**config.mk**
```make
export PLATFORM = sky130hd
export DESIGN_NAME = reset_sequencer
export DESIGN_NICKNAME = d
export VERILOG_FILES = /design/src/rtl/reset_sequencer.sv
export SDC_FILE = /design/constraint.sdc
export NUM_CORES = 1
export LEC_CHECK = 0
export BUFFER_PORTS_ARGS = -buffer_cell sky130_fd_sc_hd__buf_2
export CORE_ASPECT_RATIO = 0.8
export CORE_UTILIZATION = 35
export DETAILED_ROUTE_END_ITERATION = 10
export HOLD_SLACK_MARGIN = 0.08
export PLACE_DENSITY = 0.56
export SLEW_MARGIN = 10
export SYNTH_ARGS = -nofsm -noshare
export SYNTH_HDL_FRONTEND = slang
export SYNTH_SLANG_ARGS = --single-unit
export TNS_END_PERCENT = 50
```
**constraint.sdc**
```tcl
create_clock -name io_mainClk -period 2.3 [get_ports io_mainClk]
set_input_delay 0.115 -clock io_mainClk [delete_from_list [all_inputs] [get_ports io_mainClk]]
set_output_delay 0.115 -clock io_mainClk [all_outputs]
set_load 0.05 [all_outputs]
```
**src/rtl/reset_sequencer.sv**
```systemverilog
// Reset sequencer: merges synchronised, debounced reset sources and PLL lock into
// a stretched SoC reset, keeping sticky per-source cause bits and a RUN-exit count.
module reset_sequencer #(
  parameter int unsigned           NUM_SOURCES     = 4,
  parameter int unsigned           SYNC_STAGES     = 2,
  parameter int unsigned           DEBOUNCE_CYCLES = 16,
  parameter int unsigned           STRETCH_CYCLES  = 255,
  parameter logic [NUM_SOURCES-1:0] EDGE_MASK      = 4'b0001,
  parameter logic [NUM_SOURCES-1:0] INVERT_MASK    = 4'b0000
) (
  input  logic                   io_mainClk,
  input  logic                   io_asyncResetN,
  input  logic                   io_pllLocked,
  input  logic [NUM_SOURCES-1:0] io_resetSources,
  input  logic                   io_causeClear,
  output logic                   io_resetOut,
  output logic                   io_ready,
  output logic [NUM_SOURCES:0]   io_resetCause,
  output logic [7:0]             io_resetCount
);

  localparam int unsigned DB_W = (DEBOUNCE_CYCLES > 1) ? $clog2(DEBOUNCE_CYCLES) : 1;
  localparam int unsigned ST_W = $clog2(STRETCH_CYCLES + 1);
  localparam logic [DB_W-1:0] DB_LAST = DB_W'(DEBOUNCE_CYCLES - 1);
  localparam logic [ST_W-1:0] ST_LAST = ST_W'(STRETCH_CYCLES - 1);

  typedef enum logic [1:0] {
    HOLD    = 2'd0,
    STRETCH = 2'd1,
    RUN     = 2'd2
  } state_t;

  state_t                                  state_r;
  logic [ST_W-1:0]                         stretch_cnt_r;
  logic [NUM_SOURCES-1:0][SYNC_STAGES-1:0] src_sync_r;
  logic [SYNC_STAGES-1:0]                  pll_sync_r;
  logic [NUM_SOURCES-1:0][DB_W-1:0]        deb_cnt_r;
  logic [NUM_SOURCES-1:0]                  deb_r;
  logic [NUM_SOURCES-1:0]                  deb_prev_r;
  logic [NUM_SOURCES:0]                    cause_r;
  logic [7:0]                              count_r;
  logic                                    reset_out_r;
  logic                                    ready_r;

  logic [NUM_SOURCES-1:0] raw_s;
  logic [NUM_SOURCES-1:0] sync_out_s;
  logic [NUM_SOURCES-1:0] level_trig_s;
  logic [NUM_SOURCES-1:0] edge_pulse_s;
  logic                   pll_loss_s;
  logic                   any_level_s;
  logic                   any_edge_s;

  // Trigger decode from the debounced levels and the synchronised PLL lock
  always_comb begin
    raw_s        = io_resetSources ^ INVERT_MASK;
    sync_out_s   = '0;
    for (int i = 0; i < NUM_SOURCES; i++) begin
      sync_out_s[i] = src_sync_r[i][SYNC_STAGES-1];
    end
    level_trig_s = deb_r & ~EDGE_MASK;
    edge_pulse_s = deb_prev_r & ~deb_r & EDGE_MASK;
    pll_loss_s   = ~pll_sync_r[SYNC_STAGES-1];
    any_level_s  = (|level_trig_s) | pll_loss_s;
    any_edge_s   = |edge_pulse_s;
  end

  // Synchronisers and per-source debouncers
  always_ff @(posedge io_mainClk or negedge io_asyncResetN) begin
    if (!io_asyncResetN) begin
      src_sync_r <= '0;
      pll_sync_r <= '0;
      deb_cnt_r  <= '0;
      deb_r      <= '0;
      deb_prev_r <= '0;
    end else begin
      pll_sync_r <= {pll_sync_r[SYNC_STAGES-2:0], io_pllLocked};
      deb_prev_r <= deb_r;
      for (int i = 0; i < NUM_SOURCES; i++) begin
        src_sync_r[i] <= {src_sync_r[i][SYNC_STAGES-2:0], raw_s[i]};
        if (sync_out_s[i] != deb_r[i]) begin
          if (deb_cnt_r[i] == DB_LAST) begin
            deb_r[i]     <= ~deb_r[i];
            deb_cnt_r[i] <= '0;
          end else begin
            deb_cnt_r[i] <= deb_cnt_r[i] + DB_W'(1);
          end
        end else begin
          deb_cnt_r[i] <= '0;
        end
      end
    end
  end

  // Sequencer FSM with registered reset/ready outputs and saturating exit count
  always_ff @(posedge io_mainClk or negedge io_asyncResetN) begin
    if (!io_asyncResetN) begin
      state_r       <= HOLD;
      stretch_cnt_r <= '0;
      reset_out_r   <= 1'b1;
      ready_r       <= 1'b0;
      count_r       <= 8'd0;
    end else begin
      reset_out_r <= (state_r != RUN);
      ready_r     <= (state_r == RUN);
      if (any_level_s) begin
        state_r       <= HOLD;
        stretch_cnt_r <= '0;
      end else if (any_edge_s) begin
        state_r       <= STRETCH;
        stretch_cnt_r <= '0;
      end else begin
        case (state_r)
          HOLD: begin
            state_r       <= STRETCH;
            stretch_cnt_r <= '0;
          end
          STRETCH: begin
            if (stretch_cnt_r == ST_LAST) begin
              state_r       <= RUN;
              stretch_cnt_r <= '0;
            end else begin
              stretch_cnt_r <= stretch_cnt_r + ST_W'(1);
            end
          end
          RUN: begin
            state_r       <= RUN;
            stretch_cnt_r <= '0;
          end
          default: begin
            state_r       <= HOLD;
            stretch_cnt_r <= '0;
          end
        endcase
      end
      if ((state_r == RUN) && (any_level_s || any_edge_s) && (count_r != 8'hFF)) begin
        count_r <= count_r + 8'd1;
      end else begin
        count_r <= count_r;
      end
    end
  end

  // Sticky cause bits; a trigger in the clearing cycle still lands
  always_ff @(posedge io_mainClk or negedge io_asyncResetN) begin
    if (!io_asyncResetN) begin
      cause_r <= '0;
    end else begin
      cause_r <= (io_causeClear ? '0 : cause_r) | {pll_loss_s, level_trig_s | edge_pulse_s};
    end
  end

  assign io_resetOut   = reset_out_r;
  assign io_ready      = ready_r;
  assign io_resetCause = cause_r;
  assign io_resetCount = count_r;

endmodule

```
### Yosys cells after proc, flatten, opt, wreduce, memory -nomap -nowiden

Index checks and enable logic that the tools add are counted.

| word-level totals | value |
|---|---|
| output and inout bits | 15 |
| input port bits | 8 |
| bits in registers | 56 |
| word-level logic and storage cells | 76 |

| operators by class | value |
|---|---|
| equal/unequal tests | 14 |
| reductions and logical operators | 9 |
| add/sub/neg operators | 6 |
| mux-type cells | 17 |
| bitwise logic cells | 10 |

Operators with widths:

| operator | count |
|---|---|
| 4-bit 2-to-1 mux | 8 |
| 8-bit 2-to-1 mux | 4 |
| 4-bit by 1-bit adder with 4-bit output (second input constant) | 4 |
| 8-bit by 1-bit adder with 8-bit output (second input constant) | 2 |
| 4-bit equality test (second input constant) | 4 |
| 8-bit equality test (second input constant) | 1 |
| 8-bit != test (second input constant) | 1 |
| 2-bit AND reduction | 4 |
| 2-bit 2-to-1 mux | 3 |
| 1-bit inverter | 6 |
| 2-bit case mux with 3 select lines | 1 |
| 5-bit 2-to-1 mux | 1 |
| 5-bit bitwise OR | 1 |
| 1-bit != test | 4 |
| 4-bit != test (second input constant) | 1 |
| 4-bit by 1-bit bitwise OR with 4-bit output | 1 |
| 3-bit OR reduction | 1 |
| 2-bit by 1-bit equality test with 1-bit output (second input constant) | 1 |
| 2-bit equality test (second input constant) | 1 |
| 1-bit logical AND | 2 |
| 2-bit logical NOT | 1 |
| 2-bit != test (second input constant) | 1 |
| 1-bit AND | 1 |
| 1-bit logical OR | 1 |
| 1-bit bitwise OR | 1 |

### Depth between registers and ports, before layout

Gate-level depths: netlist of the first run.

| depth | value |
|---|---|
| depth in word-level cells | 5 |
| depth in mapped cells | 6 |
| gate-level depth less buffers | 6 |

### Worst setup path before layout of the first run

OpenSTA, ideal clock, no wires.

| path | value |
|---|---|
| path kind | reg2reg |
| start point | reg count_r[3] (netlist: io_resetCount[3]) |
| end point | reg count_r[1] (netlist: io_resetCount[1]) |
| setup time | 0.128 ns |
| stages on the path, launching flop included | 5 |
| data required time | 2.172 ns |
| period minus slack after synthesis | 1.832 ns |
| data arrival time | 1.704 ns |
| slack | 0.468 ns |
| path buffers | 0 |
| path through | dfrtp_1 and3_1 nand4_1 o221ai_2 mux2_1 |

| between the ends | value |
|---|---|
| cells in the longest elaborated chain, start to end | 2 |

Ends and longest elaborated chain:

| item | line | text |
|---|---|---|
| start: declaration | 41 | `logic [7:0] count_r;` |
| start signal: assignment | 136 | `count_r <= count_r + 8'd1;` |
| start signal: assignment | 138 | `count_r <= count_r;` |
| 8-bit != test | 135 | `if ((state_r == RUN) && (any_level_s \|\| any_edge_s) && (count_r != 8'hFF)) begin` |
| 1-bit logical AND | 135 |  |

Every way passes these cells.
A chain may end at the register's enable or synchronous reset.

### Final worst setup path of the first run

| path | value |
|---|---|
| start point | reg deb_r[1] |
| end point | reg count_r[1] (netlist: io_resetCount[1]) |

| between the ends | value |
|---|---|
| cells in the longest elaborated chain, start to end | 5 |

Ends and longest elaborated chain:

| item | line | text |
|---|---|---|
| start: declaration | 38 | `logic [NUM_SOURCES-1:0] deb_r;` |
| start signal: indexed assignment | 82 | `deb_r[i] <= ~deb_r[i];` |
| 3-bit OR reduction | 63 | `any_level_s = (\|level_trig_s) \| pll_loss_s;` |
| 1-bit bitwise OR | 63 |  |
| 1-bit logical OR | 135 |  |
| 1-bit logical AND (2 in a row) | 135 |  |

Every way passes these cells.

==> flow_summary.json, run 1 <==
{
  "multi_input_comb_area_um2": 847,
  "worstPathCellList": "or4b_4 > o221ai_2 > mux2_1",
  "cts.sinks": 56,
  "worst_slack_ns": 0.577,
  "synth-seq-cells": 56,
  "cts_buffer_depth": 2,
  "synthFlopType": "dfrtp_1",
  "finalSetupTns_ns": 0,
  "min_period_over_period_pct": 74.9,
  "cp_max_fo": 5,
  "finalMaxSlewViolations": 0,
  "rows": 25,
  "slew_headroom_pct": 61.6,
  "clock.fmax_ghz": 0.580,
  "die_area_um2": 6880,
  "end_kind": "flip-flop",
  "synthesis.nets": 198,
  "fin_skew_ns": 0.00462,
  "cp.required_ns": 2.50,
  "status": "finished, final reports clean",
  "cp_top_family": "simple AND/OR/NAND/NOR gates",
  "gp_congestion": 0.750,
  "yosys.area.top_type": "dfrtp_1",
  "avgRoutedWirePerCell_um": 11.9,
  "worst_path_largest_cell_delay_ns": 0.61,
  "worstSkewPairLatency_ns": 0.31,
  "fin_nets": 235,
  "netlist_top_cells_area": "dfrtp_1 60%, ha_1 5.5%, xnor2_1 5.0%",
  "antenna_found_initial": 0,
  "synth_edf_count": 0,
  "critPathSlowestCell": "or4b_4",
  "post-place-ws_ns": 0.578,
  "path_class": "flip-flop to flip-flop",
  "fill_cells": 583,
  "syn_inst": 180,
  "grt_max_degree": 32,
  "numCtsBuffers": 5,
  "vias": 1385,
  "start_util_pct": 37.6,
  "routed_wirelength_um": 3560,
  "cp_num_buf_inv": 0,
  "fin_crit_ns": 1.72,
  "synth_warnings": 0,
  "viasPerCell": 4.63,
  "grt_pass1_vias": 1322,
  "min_path_type": "input pin to asynchronous set/reset pin",
  "worstMarginPinSlew_ns": 0.576,
  "seq_area_frac_synth_pct": 61.2,
  "ir_worst_vdd_uv": 998,
  "cap_viol_max_count": 0,
  "dpl.hpwl_um": 2500,
  "cp-start-kind": "flip-flop",
  "synth.cell_area_um2": 2290,
  "cts_setup_buffers": 0,
  "layout_commonest_cell": "dfrtp_1",
  "h-tree-depth": 2,
  "first_pass_iters": 4,
  "ant_nets": 0,
  "portBuffers": 22,
  "syn-mean-instance-area_um2": 12.7,
  "diodes": 0,
  "syn_to_final_growth_pct": 18.0,
  "track_usage_pct": 11.6,
  "hold_viol_final": 0,
  "rsz0062_at_grt": "false",
  "p_per_area_nw_per_um2": 851,
  "clock-root-buffer": "clkbuf_8",
  "die_h_um": 74.4,
  "power.leakage_nw": 1.29,
  "seq_area_um2": 1400,
  "ys_types": 31,
  "async_flop_share_pct": 100,
  "finalSetupViolations": 0,
  "cts_tree": "built",
  "grt_pass1_wl_um": 6120,
  "synth_top_area_share_pct": 60.1,
  "io_pins": 23,
  "drtIter0Drc": 27,
  "drive_gt1_share_pct": 18.8,
  "coreArea_um2": 6100,
  "arrival_ns": 1.92,
  "die_x_um": 92.5,
  "final_cell_mix": "55 x dfrtp_1, 22 x buf_2, 13 x xnor2_1, 12 x nor2_1, 11 x inv_1",
  "gr-total-overflow": 0,
  "clk_pin_slew_ns": 0.10,
  "drc": 0
}
-- layout make-up --
class	instances	share of cell area (%)
clock inverter	3	1.57
sequential	56	51.9
inverter	11	1.53
multi-input combinational	113	31.3
timing repair buffer	30	7.40
clock buffer	5	2.55
tap	81	3.75
-- routing by layer --
metal | GRT usage (%) | up-vias | part of all wire (%)
li1 | - | 695 | -
met1 | 16.0 | 667 | 51
met2 | 17.4 | 18 | 44
met3 | 4.29 | 5 | 3.9
met4 | 3.13 | 0 | 1.1
met5 | 0 | - | 0
-- state kept, by name, summed over array words and instances (netlist names) --
signal / count
src_sync_r: 8
io_resetOut: 1
state_r: 2
io_resetCause: 5
deb_cnt_r: 16
pll_sync_r: 2
io_ready: 1
stretch_cnt_r: 8
deb_r: 4
deb_prev_r: 1
io_resetCount: 8
-- timing repair --
item                                   in CTS  in global routing
gates resized for setup                     0                  0
endpoints found under the hold margin      30                  0
hold buffers                                7                  0
-- logic make-up (layout without fill, tap and decap cells) --
family,Yosys count,count (layout),share of synthesized area (%)
buf+inv,11,49,1.80
simple gates,53,53,14.0
fa+ha+maj,10,10,5.46
mux,7,7,3.33
compound gates,24,24,6.88
xor+xnor,19,19,7.26
flops,56,56,61.2
-- final timing paths --
check,from,to,slack (ns),cells past startpoint
worst max-delay path,deb_r[1]$_DFFE_PN0P_,io_resetCount[1]$_DFFE_PN0P_,0.58,3
worst min-delay path,io_asyncResetN,deb_cnt_r[1]$_DFF_PN0_,0.32,2
worst max register to register,deb_r[1]$_DFFE_PN0P_,io_resetCount[1]$_DFFE_PN0P_,0.58,3
worst min register to register,pll_sync_r[0]$_DFF_PN0_,pll_sync_r[1]$_DFF_PN0_,0.36,0
max in group asynchronous,io_asyncResetN,stretch_cnt_r[0]$_DFF_PN0_,1.42,3
min in group io_mainClk,pll_sync_r[0]$_DFF_PN0_,pll_sync_r[1]$_DFF_PN0_,0.36,0
-- Yosys cell counts, drive strengths merged (3+ instances only) --
library cell and count:
xor2 6, ha 10, nor2 13, nand4 5, nand4b 4, a21o 4, nor2b 4, nand2 5
and3 3, o21ai 5, dfrtp 55, inv 11, mux2 5, nor3b 4, nand3 8, xnor2 13
a21oi 10, nor3 3
-- report_power, final --
group          internal (W)  switching, W
Combinational      0.000151      0.000347
Sequential          0.00109     0.0000843
Clock              0.000322      0.000312
Total               0.00156      0.000743
-- per-stage QoR --
stage | instances | instance area (um2) | hold WS (ns) | util, % | power, W
final | 299 | 2700 | 0.323 | 44.3 | 0.00230
after global routing | 299 | 2700 | 0.365 | 44.3 | 0.00243
after CTS | 299 | 2700 | 0.350 | 44.3 | 0.00233
after detailed placement | 284 | 2520 | 0.158 | 41.4 | 0.00168
after global placement | 284 | 2520 | 0.155 | 41.4 | 0.00168
after floorplan | 180 | 2290 | -0.181 | - | 0.00154
Power figures use the tool's default switching activity.
==> run 2: changes to the inputs <==
--- a/config.mk
+++ b/config.mk
@@ -5,6 +5,7 @@
 export SDC_FILE = /design/constraint.sdc
 export NUM_CORES = 1
 export LEC_CHECK = 0
+export ABC_AREA = 1
 export BUFFER_PORTS_ARGS = -buffer_cell sky130_fd_sc_hd__buf_2
 export CORE_ASPECT_RATIO = 0.8
 export CORE_UTILIZATION = 35
==> constraint.sdc (replaced) <==
create_clock -name io_mainClk -period 1.6 [get_ports io_mainClk]
set_input_delay 0.08 -clock io_mainClk [delete_from_list [all_inputs] [get_ports io_mainClk]]
set_output_delay 0.08 -clock io_mainClk [all_outputs]
set_load 0.05 [all_outputs]
==> run 2 against run 1 <==
Net effect: flip-flop and latch count unchanged; fmax up 25%; synthesized cell count up 38%; routed wire length up 8.9%; hold slack worse by 0.030 ns; clock skew up 0.0042 ns; area after synthesis up 6.8%; die area up 6.6%; non-clock buffer count unchanged; count of clock-buffer cells in the layout unchanged; global-route usage up 0.57 points.
==> flow_summary.json, run 2 <==
{
  "rsz0062_at_grt": "false",
  "drive_gt1_share_pct": 16.4,
  "fin_util_pct": 43.4,
  "arrival_ns": 1.63,
  "dpl.hpwl_um": 2730,
  "met2_usage_pct": 18.4,
  "globalRoute.busiestLayer": "met2",
  "rows": 26,
  "numCtsBuffers": 5,
  "worstMarginPinSlew_ns": 0.292,
  "cts.sinks": 56,
  "clock_power_share_pct": 24.7,
  "die_h_um": 76.8,
  "grt_pass1_wl_um": 7060,
  "end_kind": "flip-flop",
  "drtIter0Drc": 69,
  "cp_max_fo": 6,
  "synth_warnings": 0,
  "drc": 0,
  "track_usage_pct": 12.2,
  "async_flop_share_pct": 100,
  "antenna_found_initial": 0,
  "syn-mean-instance-area_um2": 9.86,
  "ys_types": 24,
  "coreArea_um2": 6570,
  "vias": 1606,
  "p_per_area_nw_per_um2": 1100,
  "synth_commonest_cells": "55 x dfrtp_1, 55 x nand2_1, 36 x nor2_1",
  "top_register": "deb_cnt_r",
  "met3_usage_pct": 4.17,
  "hold_viol_final": 0,
  "ant_nets": 0,
  "clock-root-buffer": "clkbuf_8",
  "p_sw_share_pct": 34.2,
  "cp-start-kind": "flip-flop",
  "synthesis.nets": 266,
  "slew_headroom_pct": 80.6,
  "p_int_w": 0.00207,
  "grt_max_degree": 57,
  "synth_top_area_share_pct": 56.3,
  "netlist_top_cells_area": "dfrtp_1 56%, nand2_1 8.4%, nor2_1 5.5%",
  "final_cell_mix": "55 x nand2_1, 55 x dfrtp_1, 36 x nor2_1, 22 x inv_1, 22 x buf_2",
  "largest_register_ffs": 16,
  "first_pass_iters": 4,
  "seq_area_frac_synth_pct": 57.3,
  "synth-seq-cells": 56,
  "yosys.area.top_type": "dfrtp_1",
  "viasPerCell": 4.34,
  "io_pins": 23,
  "finalMaxSlewViolations": 0,
  "diodes": 0,
  "grt_pass1_vias": 1571,
  "fin_nets": 303,
  "fin_crit_ns": 1.38,
  "syn_to_final_growth_pct": 16.5,
  "die_x_um": 95.5,
  "switching_power_w": 0.00107,
  "min_period_over_period_pct": 86.4,
  "synth.cell_area_um2": 2450,
  "cts_setup_buffers": 0,
  "cp.required_ns": 1.85,
  "routed_wirelength_um": 3870,
  "cap_viol_max_count": 0,
  "ir_worst_vdd_uv": 431,
  "h-tree-depth": 2,
  "avgRoutedWirePerCell_um": 10.5,
  "finalSetupViolations": 0,
  "power.leakage_nw": 1.37,
  "gr-total-overflow": 0,
  "comb_power_share_pct": 22.4,
  "min_path_type": "input pin to asynchronous set/reset pin",
  "syn_inst": 248,
  "fin_skew_ns": 0.00881,
  "path_class": "flip-flop to flip-flop",
  "synth_edf_count": 0,
  "finalSetupTns_ns": 0,
  "whs_ns": 0.293,
  "status": "finished, final reports clean",
  "die_area_um2": 7330,
  "clk_pin_slew_ns": 0.11,
  "clock.fmax_ghz": 0.724,
  "portBuffers": 22,
  "worstSkewPairLatency_ns": 0.30,
  "power_frac_seq_pct": 52.9,
  "gp_congestion": 0.759,
  "synthFlopType": "dfrtp_1",
  "grtUsageMet1_pct": 16.9,
  "start_util_pct": 37.2,
  "cts_buffer_depth": 2,
  "cts_tree": "built"
}
## run 2: cell count changes after synthesis, sizes merged, moves of 3 or more
cell    delta
a21o       -4
a21oi      -6
nor2b      -4
nand2     +53
and3       -3
nor3       -3
nand2b     +4
xnor2      -5
nand4b     -4
nor2      +28
inv       +12
nand4      -3
nand3     +13
## run 2: power by group through the flow
| stage | Clock, W | Sequential, W | Combinational [W] |
|---|---|---|---|
| 6_report | 0.000776 | 0.00166 | 0.000705 |
| 5_1_grt | 0.000882 | 0.00169 | 0.000795 |
| 4_1_cts | 0.000818 | 0.00166 | 0.000718 |
| 3_5_place_dp | 0 | 0.00169 | 0.000704 |
| 3_3_place_gp | 0 | 0.00169 | 0.000701 |
| 2_1_floorplan | 0 | 0.00190 | 0.000303 |
## run 2: what timing repair did
item	CTS	global route
hold buffers	7	0
endpoints found under the hold margin	66	0
gates resized for setup	0	1
setup endpoints to repair	0	5
## run 2: path summary, 6_finish.rpt
| path | start | end | slack (ns) | depth (start not counted) |
|---|---|---|---|---|
| max in group asynchronous | io_asyncResetN | io_resetOut$_DFF_PN1_ | 1.03 | 3 |
| max | io_resetCount[0]$_DFFE_PN0P_ | io_resetCount[2]$_DFFE_PN0P_ | 0.22 | 8 |
| min in group io_mainClk | src_sync_r[4]$_DFF_PN0_ | src_sync_r[5]$_DFF_PN0_ | 0.36 | 0 |
| max reg2reg | io_resetCount[0]$_DFFE_PN0P_ | io_resetCount[2]$_DFFE_PN0P_ | 0.22 | 8 |
| min reg2reg | src_sync_r[4]$_DFF_PN0_ | src_sync_r[5]$_DFF_PN0_ | 0.36 | 0 |
| min | io_asyncResetN | deb_r[2]$_DFFE_PN0P_ | 0.29 | 3 |
## run 2: kinds of logic (layout without fill, tap and decap cells)
| logic type | count (synthesis) | count (layout) | synth area share, % |
|---|---|---|---|
| AO/OA/AOI/OAI | 11 | 11 | 2.56 |
| XOR/XNOR | 14 | 14 | 5.01 |
| adder cells (fa/ha/maj) | 10 | 10 | 5.12 |
| buffers and inverters | 23 | 61 | 3.53 |
| flip-flops | 56 | 56 | 57.3 |
| multiplexers | 3 | 3 | 1.38 |
| AND/OR/NAND/NOR | 131 | 131 | 25.1 |
## run 2: critical path, stage by stage (launching register included)
cell and delay (ns):
dfrtp_1 0.43, ha_1 0.26, nand3_2 0.10, inv_1 0.04, nand2_1 0.11, inv_1 0.09, nor2_4 0.18, nand2_1 0.07
nand2_1 0.06
## run 2: layer usage
| metal | up-vias | wire [um] |
|---|---|---|
| li1 | 856 | - |
| met1 | 728 | 2040 |
| met2 | 20 | 1670 |
| met3 | 2 | 145 |
| met4 | 0 | 17 |
| met5 | - | 0 |
## run 2: cell type report
type	count	area, um2
multi-input cells	169	962
clock inverters	3	23.8
well taps	84	105
repair buffers	30	200
clock buffers	5	68.8
flip-flops and latches	56	1400
fillers	646	3720
inverters	23	86.3
## run 2: stage by stage
step | area, um2 | power, W | instances | worst slack [ns]
finish | 2850 | 0.00314 | 370 | 0.218
global route | 2850 | 0.00337 | 370 | 0.0663
CTS | 2840 | 0.00320 | 370 | 0.148
detailed placement | 2680 | 0.00239 | 355 | 0.162
global placement | 2680 | 0.00239 | 355 | 0.200
floorplan | 2450 | 0.00220 | 248 | 0.0367
